[src/rtl/iq_txd_serializer_pkg.sv]
// Shared widths and the per-boundary serializer decision for iq_txd_serializer.
package iq_txd_serializer_pkg;

   localparam int SYM_W         = 2;
   localparam int WORD_W        = 32;
   localparam int SYMS_PER_WORD = WORD_W / SYM_W;
   localparam int SYM_CNT_W     = $clog2(SYMS_PER_WORD);

   typedef logic [WORD_W-1:0]    word_t;
   typedef logic [SYM_W-1:0]     sym_t;
   typedef logic [SYM_CNT_W-1:0] sym_cnt_t;

   // What the shifter does at a symbol boundary.
   typedef enum logic [1:0] {
      SER_IDLE  = 2'd0,
      SER_SHIFT = 2'd1,
      SER_LOAD  = 2'd2
   } ser_action_e;

   // Finish the word in flight first, then pull a fresh one, else idle.
   function automatic ser_action_e ser_action(input sym_cnt_t sym_left, input logic empty);
      if (sym_left != '0) return SER_SHIFT;
      else if (!empty)    return SER_LOAD;
      else                return SER_IDLE;
   endfunction

endpackage

[src/rtl/iq_txd_serializer_sync_fifo.sv]
// Synchronous FIFO with count-based full/empty and first-word fall-through read data.
module iq_txd_serializer_sync_fifo #(
   parameter int DEPTH = 16,
   parameter int W     = 32
) (
   input  logic         clk,
   input  logic         rst_n,
   input  logic         wr_en,
   input  logic [W-1:0] wr_data,
   input  logic         rd_en,
   output logic [W-1:0] rd_data,
   output logic         full,
   output logic         empty
);

   localparam int AW = $clog2(DEPTH);
   localparam logic [AW:0] FULL_CNT = (AW + 1)'(DEPTH);

   logic [W-1:0]  mem [DEPTH];
   logic [AW-1:0] wr_ptr;
   logic [AW-1:0] rd_ptr;
   logic [AW:0]   count;
   logic          do_wr;
   logic          do_rd;

   assign do_wr   = wr_en && !full;
   assign do_rd   = rd_en && !empty;
   assign full    = (count == FULL_CNT);
   assign empty   = (count == '0);
   assign rd_data = mem[rd_ptr];

   // Storage array: written on accepted pushes only.
   // NOTE: the memory has no reset; stale entries are unreachable because pointers and count are reset, and leaving it out keeps it mappable to RAM.
   always_ff @(posedge clk) begin
      if (do_wr) mem[wr_ptr] <= wr_data;
   end

   // Pointers and occupancy; a simultaneous push and pop leaves count unchanged.
   // NOTE: sequential state uses non-blocking assignments so every register samples pre-edge values.
   always_ff @(posedge clk or negedge rst_n) begin
      if (!rst_n) begin
         wr_ptr <= '0;
         rd_ptr <= '0;
         count  <= '0;
      end else begin
         if (do_wr) wr_ptr <= wr_ptr + AW'(1);
         if (do_rd) rd_ptr <= rd_ptr + AW'(1);
         case ({do_wr, do_rd})
            2'b10:   count <= count + 1'b1;
            2'b01:   count <= count - 1'b1;
            default: count <= count;
         endcase
      end
   end

endmodule

[src/rtl/iq_txd_serializer.sv]
// AXI4-Stream slave feeding a 2-bit I/Q serializer with a forwarded symbol clock.
module iq_txd_serializer
   import iq_txd_serializer_pkg::*;
#(
   parameter int DEPTH   = 16,
   parameter int CLK_DIV = 6
) (
   input  logic              s_aclk,
   input  logic              s_aresetn,
   input  logic [WORD_W-1:0] S_AXIS_tdata,
   input  logic              S_AXIS_tvalid,
   input  logic              S_AXIS_tlast,
   output logic              S_AXIS_tready,
   output logic              clk32,
   output logic [SYM_W-1:0]  iq_txd
);

   localparam int DW = (CLK_DIV > 2) ? $clog2(CLK_DIV) : 1;

   logic [DW-1:0] div_cnt;
   logic          boundary;
   logic          half_point;
   word_t         shreg;
   sym_cnt_t      sym_left;
   word_t         fifo_rd;
   logic          fifo_full;
   logic          fifo_empty;
   logic          pop;
   ser_action_e   action;
   logic          unused_tlast;

   // Frames are sent back-to-back, so tlast carries no information downstream.
   assign unused_tlast = S_AXIS_tlast;

   assign boundary      = (div_cnt == DW'(CLK_DIV - 1));
   assign half_point    = (div_cnt == DW'(CLK_DIV / 2 - 1));
   assign action        = ser_action(sym_left, fifo_empty);
   assign pop           = boundary && (action == SER_LOAD);
   assign S_AXIS_tready = s_aresetn && !fifo_full;

   iq_txd_serializer_sync_fifo #(
      .DEPTH (DEPTH),
      .W     (WORD_W)
   ) u_fifo (
      .clk     (s_aclk),
      .rst_n   (s_aresetn),
      .wr_en   (S_AXIS_tvalid),
      .wr_data (S_AXIS_tdata),
      .rd_en   (pop),
      .rd_data (fifo_rd),
      .full    (fifo_full),
      .empty   (fifo_empty)
   );

   // Free-running divider producing a 50% duty symbol clock that falls on each boundary.
   always_ff @(posedge s_aclk or negedge s_aresetn) begin
      if (!s_aresetn) begin
         div_cnt <= '0;
         clk32   <= 1'b0;
      end else begin
         div_cnt <= boundary ? '0 : div_cnt + 1'b1;
         if (half_point)    clk32 <= 1'b1;
         else if (boundary) clk32 <= 1'b0;
      end
   end

   // Shifter: at each boundary emit the next MSB pair, reload from the FIFO, or idle at 00.
   always_ff @(posedge s_aclk or negedge s_aresetn) begin
      if (!s_aresetn) begin
         shreg    <= '0;
         sym_left <= '0;
         iq_txd   <= '0;
      end else if (boundary) begin
         unique case (action)
            SER_SHIFT: begin
               iq_txd   <= shreg[WORD_W-1 -: SYM_W];
               shreg    <= shreg << SYM_W;
               sym_left <= sym_left - 1'b1;
            end
            SER_LOAD: begin
               iq_txd   <= fifo_rd[WORD_W-1 -: SYM_W];
               shreg    <= fifo_rd << SYM_W;
               sym_left <= sym_cnt_t'(SYMS_PER_WORD - 1);
            end
            default: iq_txd <= '0;
         endcase
      end
   end

endmodule

[config.mk]
export PLATFORM = sky130hd
export DESIGN_NAME = iq_txd_serializer
export DESIGN_NICKNAME = d
export VERILOG_FILES = /design/src/rtl/iq_txd_serializer_pkg.sv /design/src/rtl/iq_txd_serializer_sync_fifo.sv /design/src/rtl/iq_txd_serializer.sv
export SDC_FILE = /design/constraint.sdc
export NUM_CORES = 1
export LEC_CHECK = 0
export CAP_MARGIN = 40
export CORE_AREA = 2 2 253 255
export CTS_CLUSTER_DIAMETER = 40
export CTS_CLUSTER_SIZE = 14
export DETAILED_ROUTE_END_ITERATION = 6
export DIE_AREA = 0 0 255 257
export GPL_TIMING_DRIVEN = 0
export HOLD_SLACK_MARGIN = 0.03
export RECOVER_POWER = 100
export SYNTH_ARGS = -nofsm -noshare
export SYNTH_HDL_FRONTEND = slang
export SYNTH_SLANG_ARGS = --single-unit
[constraint.sdc]
create_clock -name s_aclk -period 9.6 [get_ports s_aclk]
set_input_delay 1.92 -clock s_aclk [delete_from_list [all_inputs] [get_ports s_aclk]]
set_output_delay 1.92 -clock s_aclk [all_outputs]
set_load 0.05 [all_outputs]
Word level (Yosys, flattened, before mapping)
Memories as Yosys holds them, arrays and structs flattened.
Cells that the tools add are included.
W data, S select, Z words.
Word-level totals
  memory bits (writable): 512
  input bits: 36
  bits in registers: 55
  memories: 1
  word-level logic and storage cells: 45
  output and inout bits: 4
Memories
  u_fifo.mem: depth 16, width 32, read ports 1, clocked after Yosys merged registers in 0, wr ports 1, line iq_txd_serializer_sync_fifo.sv:19  | logic [W-1:0] mem [DEPTH];
Operators by class
  add/subtract/negate cells: 6
  reductions and logical operators: 12
  muxes and demuxes: 11
  equal/unequal tests: 7
Operators by type and width (count)
  $pmux W32 S2: 1
  $pmux W5 S2: 1
  $add A4 B1 Y4 const B: 2
  $pmux W4 S2: 1
  $reduce_bool A2 Y1: 3
  $add A5 B1 Y5 const B: 1
  $eq A5 B5 Y1 const B: 1
  $logic_not A5 Y1: 1
  $sub A5 B1 Y5 const B: 1
  $eq A2 B1 Y1 const B: 2
  $eq A2 B2 Y1 const B: 2
  $logic_and A1 B1 Y1: 4
  $mux W1: 4
  $mux W2: 2
  $pmux W2 S2: 1
  $reduce_bool A4 Y1: 1
  $sub A4 B1 Y4 const B: 1
  $add A3 B1 Y3 const B: 1
  $eq A3 B2 Y1 const B: 1
  $eq A3 B3 Y1 const B: 1
  $mux W3: 1
  $logic_not A1 Y1: 2
  $reduce_and A2 Y1: 1

Logic depth before layout (Yosys ltp)
  depth in word-level cells: 8
  gate-level depth with buffers: 16
  gate-level depth less buffers: 14

By module
A second synthesis with hierarchy kept.
Second synthesis, totals
  cells, all modules: 1157
  area total of the unflattened synthesis: 22456.5 sq um
Modules (own cells, without submodules)
  iq_txd_serializer_sync_fifo: instances 1, cells each 1012, area an instance 20408.3 sq um, seq. area each 15700.1 sq um
  iq_txd_serializer: instances 1, cells each 145, area an instance 2048.2 sq um, seq. area each 1001.0 sq um

Worst setup path after synthesis
Ideal clock, no wire load.
  path kind: in2reg
  start point: in S_AXIS_tvalid
  end point: mem u_fifo.mem[3][0] (enable)
  library setup time: 0.461 ns
  slack: 4.438 ns
  data arrival time: 4.701 ns
  stages on the path: 4
  path buffers: 1
  required time: 9.139 ns
  path through: and2_1 clkbuf_1 nand2_1 nor3_1
Between the ends
  longest elaborated chain between the ends: 3
Ends and longest elaborated chain
  start: declaration: line iq_txd_serializer.sv:11  | input logic S_AXIS_tvalid,
  $logic_and A1 B1 Y1: line iq_txd_serializer_sync_fifo.sv:26  | assign do_wr = wr_en && !full;
  $mux W1: line iq_txd_serializer_sync_fifo.sv:35  | if (do_wr) mem[wr_ptr] <= wr_data;
  $mux W1 (implied by the code): line iq_txd_serializer_sync_fifo.sv:35
  end: declaration: line iq_txd_serializer_sync_fifo.sv:19
No other way between the ends.

Final worst setup path
  start point: in s_aresetn
  end point: out S_AXIS_tready
Between the ends
  longest elaborated chain between the ends: 1
Ends and longest elaborated chain
  start: declaration: line iq_txd_serializer.sv:9  | input logic s_aresetn,
  $logic_and A1 B1 Y1: line iq_txd_serializer.sv:39  | assign S_AXIS_tready = s_aresetn && !fifo_full;
  end: declaration: line iq_txd_serializer.sv:13  | output logic S_AXIS_tready,
No other way between the ends.

==> impl_metrics.ini <==
[floorplanning]
ios = 40
start_util_pct = 34.6
rows = 92
core-area_um2 = 62700
die_w_um = 255
die-area_um2 = 65500
dieHeight_um = 257

[synth]
synthFlopType = edfxtp_1
synth_fa_ha_area_share_pct = 0.576
ys_seq_area_share_pct = 76.9
synth_compound_area_share_pct = 4.77
synth-edff-count = 512
syn-mean-instance-area_um2 = 21.7
synth_top_family_by_area = multiplexers
synth_nets = 1047
yosysWarnings = 0
synth_common_cells = edfxtp_1 (512), mux4_2 (117), a22oi_1 (58)
syn_area_um2 = 21700
synth_xor_area_share_pct = 0.565
synth_simple_gate_area_share_pct = 1.50
synth_area_leaders = edfxtp_1 (71%), mux4_2 (12%), dfrtp_1 (6.1%)
synth_top_cell_area_share_pct = 70.8
yosysMostFrequentCell = edfxtp_1
netlist_instances = 1001
synth_area_leader_cell = edfxtp_1
synth.area.mux_share_pct = 13.7
ys_async_sr_fraction_pct = 9.38
ys_seq_elements = 565
synth.distinct_cells = 44

[timing]
rsz0062_at_grt = no
min_period_ps = 6280
maxSlewViolCount = 276
max_slew_margin_pct = -39.6
finalSetupViolCount = 0
fmax_ghz = 0.159
tns_ps = 0
worst_pin_slew_ps = 2090
fin_skew_ps = 35.1
fin_crit_sh_pct = 65.4
finalHoldViolCount = 0

[global_routing]
grt_pass1_wl_um = 73200
grt_max_degree = 34
grt_overflow_total = 0
antenna_found_initial = 1
grt_pass1_vias = 11300
grt_use_total_pct = 15.3

[power_and_ir_drop]
ir_worst_vdd_mv = 0.136
pwr-share-comb_pct = 6.7
intPower_mw = 4.74
switching_share_pct = 23.3
p_clk_share_pct = 45.1
switchingPower_mw = 1.44
power.leakage_nw = 8.40
power_density_nw_per_um2 = 239
p_seq_share_pct = 48.2

[placement]
io_buffers = 38
hpwlAfterDp_um = 31000
gp_congestion = 0.725

[run_status]
outcome = finished with violations
violations = capacitance limit, slew limit

[clock_network]
cts_tree = done
cts_resized = 0
root_buffer = clkbuf_16
cts_sinks = 565
clock_path_buffers = 3
cts_setup_buffers = 0
htree_num_levels = 3
holdBufCountCts = 0
clk_latency_ps = 620
numCtsBuffers = 75
cts.clk_slew.worst_paths_ps = 60

[worst_setup_path]
cp.arrival_ps = 4360
crit_type = primary input to output port
startpoint_type = primary input
crit_required_ps = 7680
end_kind = output port
crit_fanout = 33

[final_layout]
num_antenna_cells = 0
layout.nets = 1197
syn2layout_area_growth_pct = 19.0
regArea_um2 = 16700
nFillCells = 5484
final_layout_size_suffix_gt1_share_pct = 21.9
fin_util_pct = 41.2
multiInputGateArea_um2 = 4570

[drt]
ant_nets = 0
wl_um = 48500
wl_per_cell_um = 23.6
drtPass1Iterations = 5
vias = 10600
drc_errors = 0
drt_iter0_markers = 1134
viasPerCell = 5.17

[flow_run]
max-cap-violations = 16

[min_path]
hold_class = register to register
==> cells by family (layout without fill, tap and decap cells) <==
logic type	after synthesis	count (layout)
xor gates and xnor gates	14	14
muxes	132	132
buffers and inverters	70	281
AOI/OAI and AO/OA	142	142
and+or+nand+nor	68	68
DFF	565	565
adders and majority gates	10	10
==> through the flow <==
| step | hold slack, ps | total power, mW | cells | worst slack [ps] | area (µm²) |
|---|---|---|---|---|---|
| 2_1_floorplan | 464 | 3.26 | 1001 | 4440 | 21700 |
| 4_1_cts | 512 | 6.31 | 2058 | 4050 | 26300 |
| 3_3_place_gp | 493 | 3.43 | 1885 | 1120 | 23100 |
| 3_5_place_dp | 502 | 3.52 | 1920 | 4050 | 23800 |
| 6_report | 509 | 6.18 | 2058 | 3320 | 25800 |
| 5_1_grt | 527 | 6.38 | 2058 | 2920 | 25800 |
==> path summary, 6_finish.rpt <==
kind	end	startpoint	slack [ps]	cells past startpoint
setup / recovery	S_AXIS_tready	s_aresetn	3320	3
hold / removal	shreg[26]$_DFFE_PN0P_	shreg[24]$_DFFE_PN0P_	510	1
setup reg to reg	u_fifo.mem[13][12]$_DFFE_PP_	u_fifo.count[1]$_DFFE_PN0P_	4870	8
hold reg to reg	shreg[26]$_DFFE_PN0P_	shreg[24]$_DFFE_PN0P_	510	1
max in group asynchronous	shreg[19]$_DFFE_PN0P_	s_aresetn	5820	2
min in group asynchronous	shreg[6]$_DFFE_PN0P_	s_aresetn	1810	1
==> worst max-delay path, stage by stage <==
cell,delay (ps)
clkbuf_1,1290
and2_1,270
dlygate4sd3_1,870
==> cell usage in the layout (no fill, tap or decap), types with 3 or more instances in the layout <==
cell type,count
mux4_1,11
clkbuf_1,77
dlygate4sd3_1,37
buf_2,10
o21ai_0,5
a221o_1,30
inv_8,3
edfxtp_1,512
a22oi_1,58
dfrtp_1,53
buf_12,6
nor2b_1,7
clkinvlp_4,7
buf_1,5
ha_1,10
inv_1,9
bufinv_16,7
clkinv_8,5
mux2i_1,3
clkinv_4,5
nor3_1,4
buf_6,5
xor2_1,5
inv_6,13
o21ai_1,4
nor2_1,19
nand2b_1,3
clkinv_1,5
a31oi_1,3
clkbuf_16,76
nand2_1,21
mux4_2,117
xnor2_1,9
and2_1,3
a21oi_1,34
clkinv_2,6
==> cell type report <==
| cell class | instances | area share (%) |
|---|---|---|
| Tap cell | 846 | 4.10 |
| Clock inverter | 51 | 2.33 |
| Sequential cell | 565 | 64.7 |
| Buffer | 60 | 1.48 |
| Clock buffer | 87 | 7.52 |
| Multi-Input combinational cell | 366 | 17.7 |
| Timing Repair Buffer | 73 | 2.06 |
| Inverter | 10 | 0.145 |
==> per-layer routing <==
metal	share of wire (%)	wire (µm)	global-route usage (%)
met1	43	21000	21.1
met2	48	23100	24.1
met3	6.6	3220	3.64
met4	2.4	1180	4.42
met5	0.016	8	0
==> sequential cells by signal (all words and copies together), names as in the netlist <==
name / cells
div_cnt: 3
u_fifo.count: 5
sym_left: 4
clk32: 1
u_fifo.wr_ptr: 4
shreg: 30
iq_txd: 2
u_fifo.rd_ptr: 4
u_fifo.mem: 512
==> power groups by stage <==
stage	clock network [mW]	registers, mW	logic, mW
4_1_cts	2.84	2.98	0.497
3_5_place_dp	0	3.02	0.495
2_1_floorplan	0	3.02	0.239
6_report	2.79	2.98	0.412
3_3_place_gp	0	3.04	0.390
5_1_grt	2.94	3.00	0.449
No activity file was read; power rests on OpenSTA's default activity.
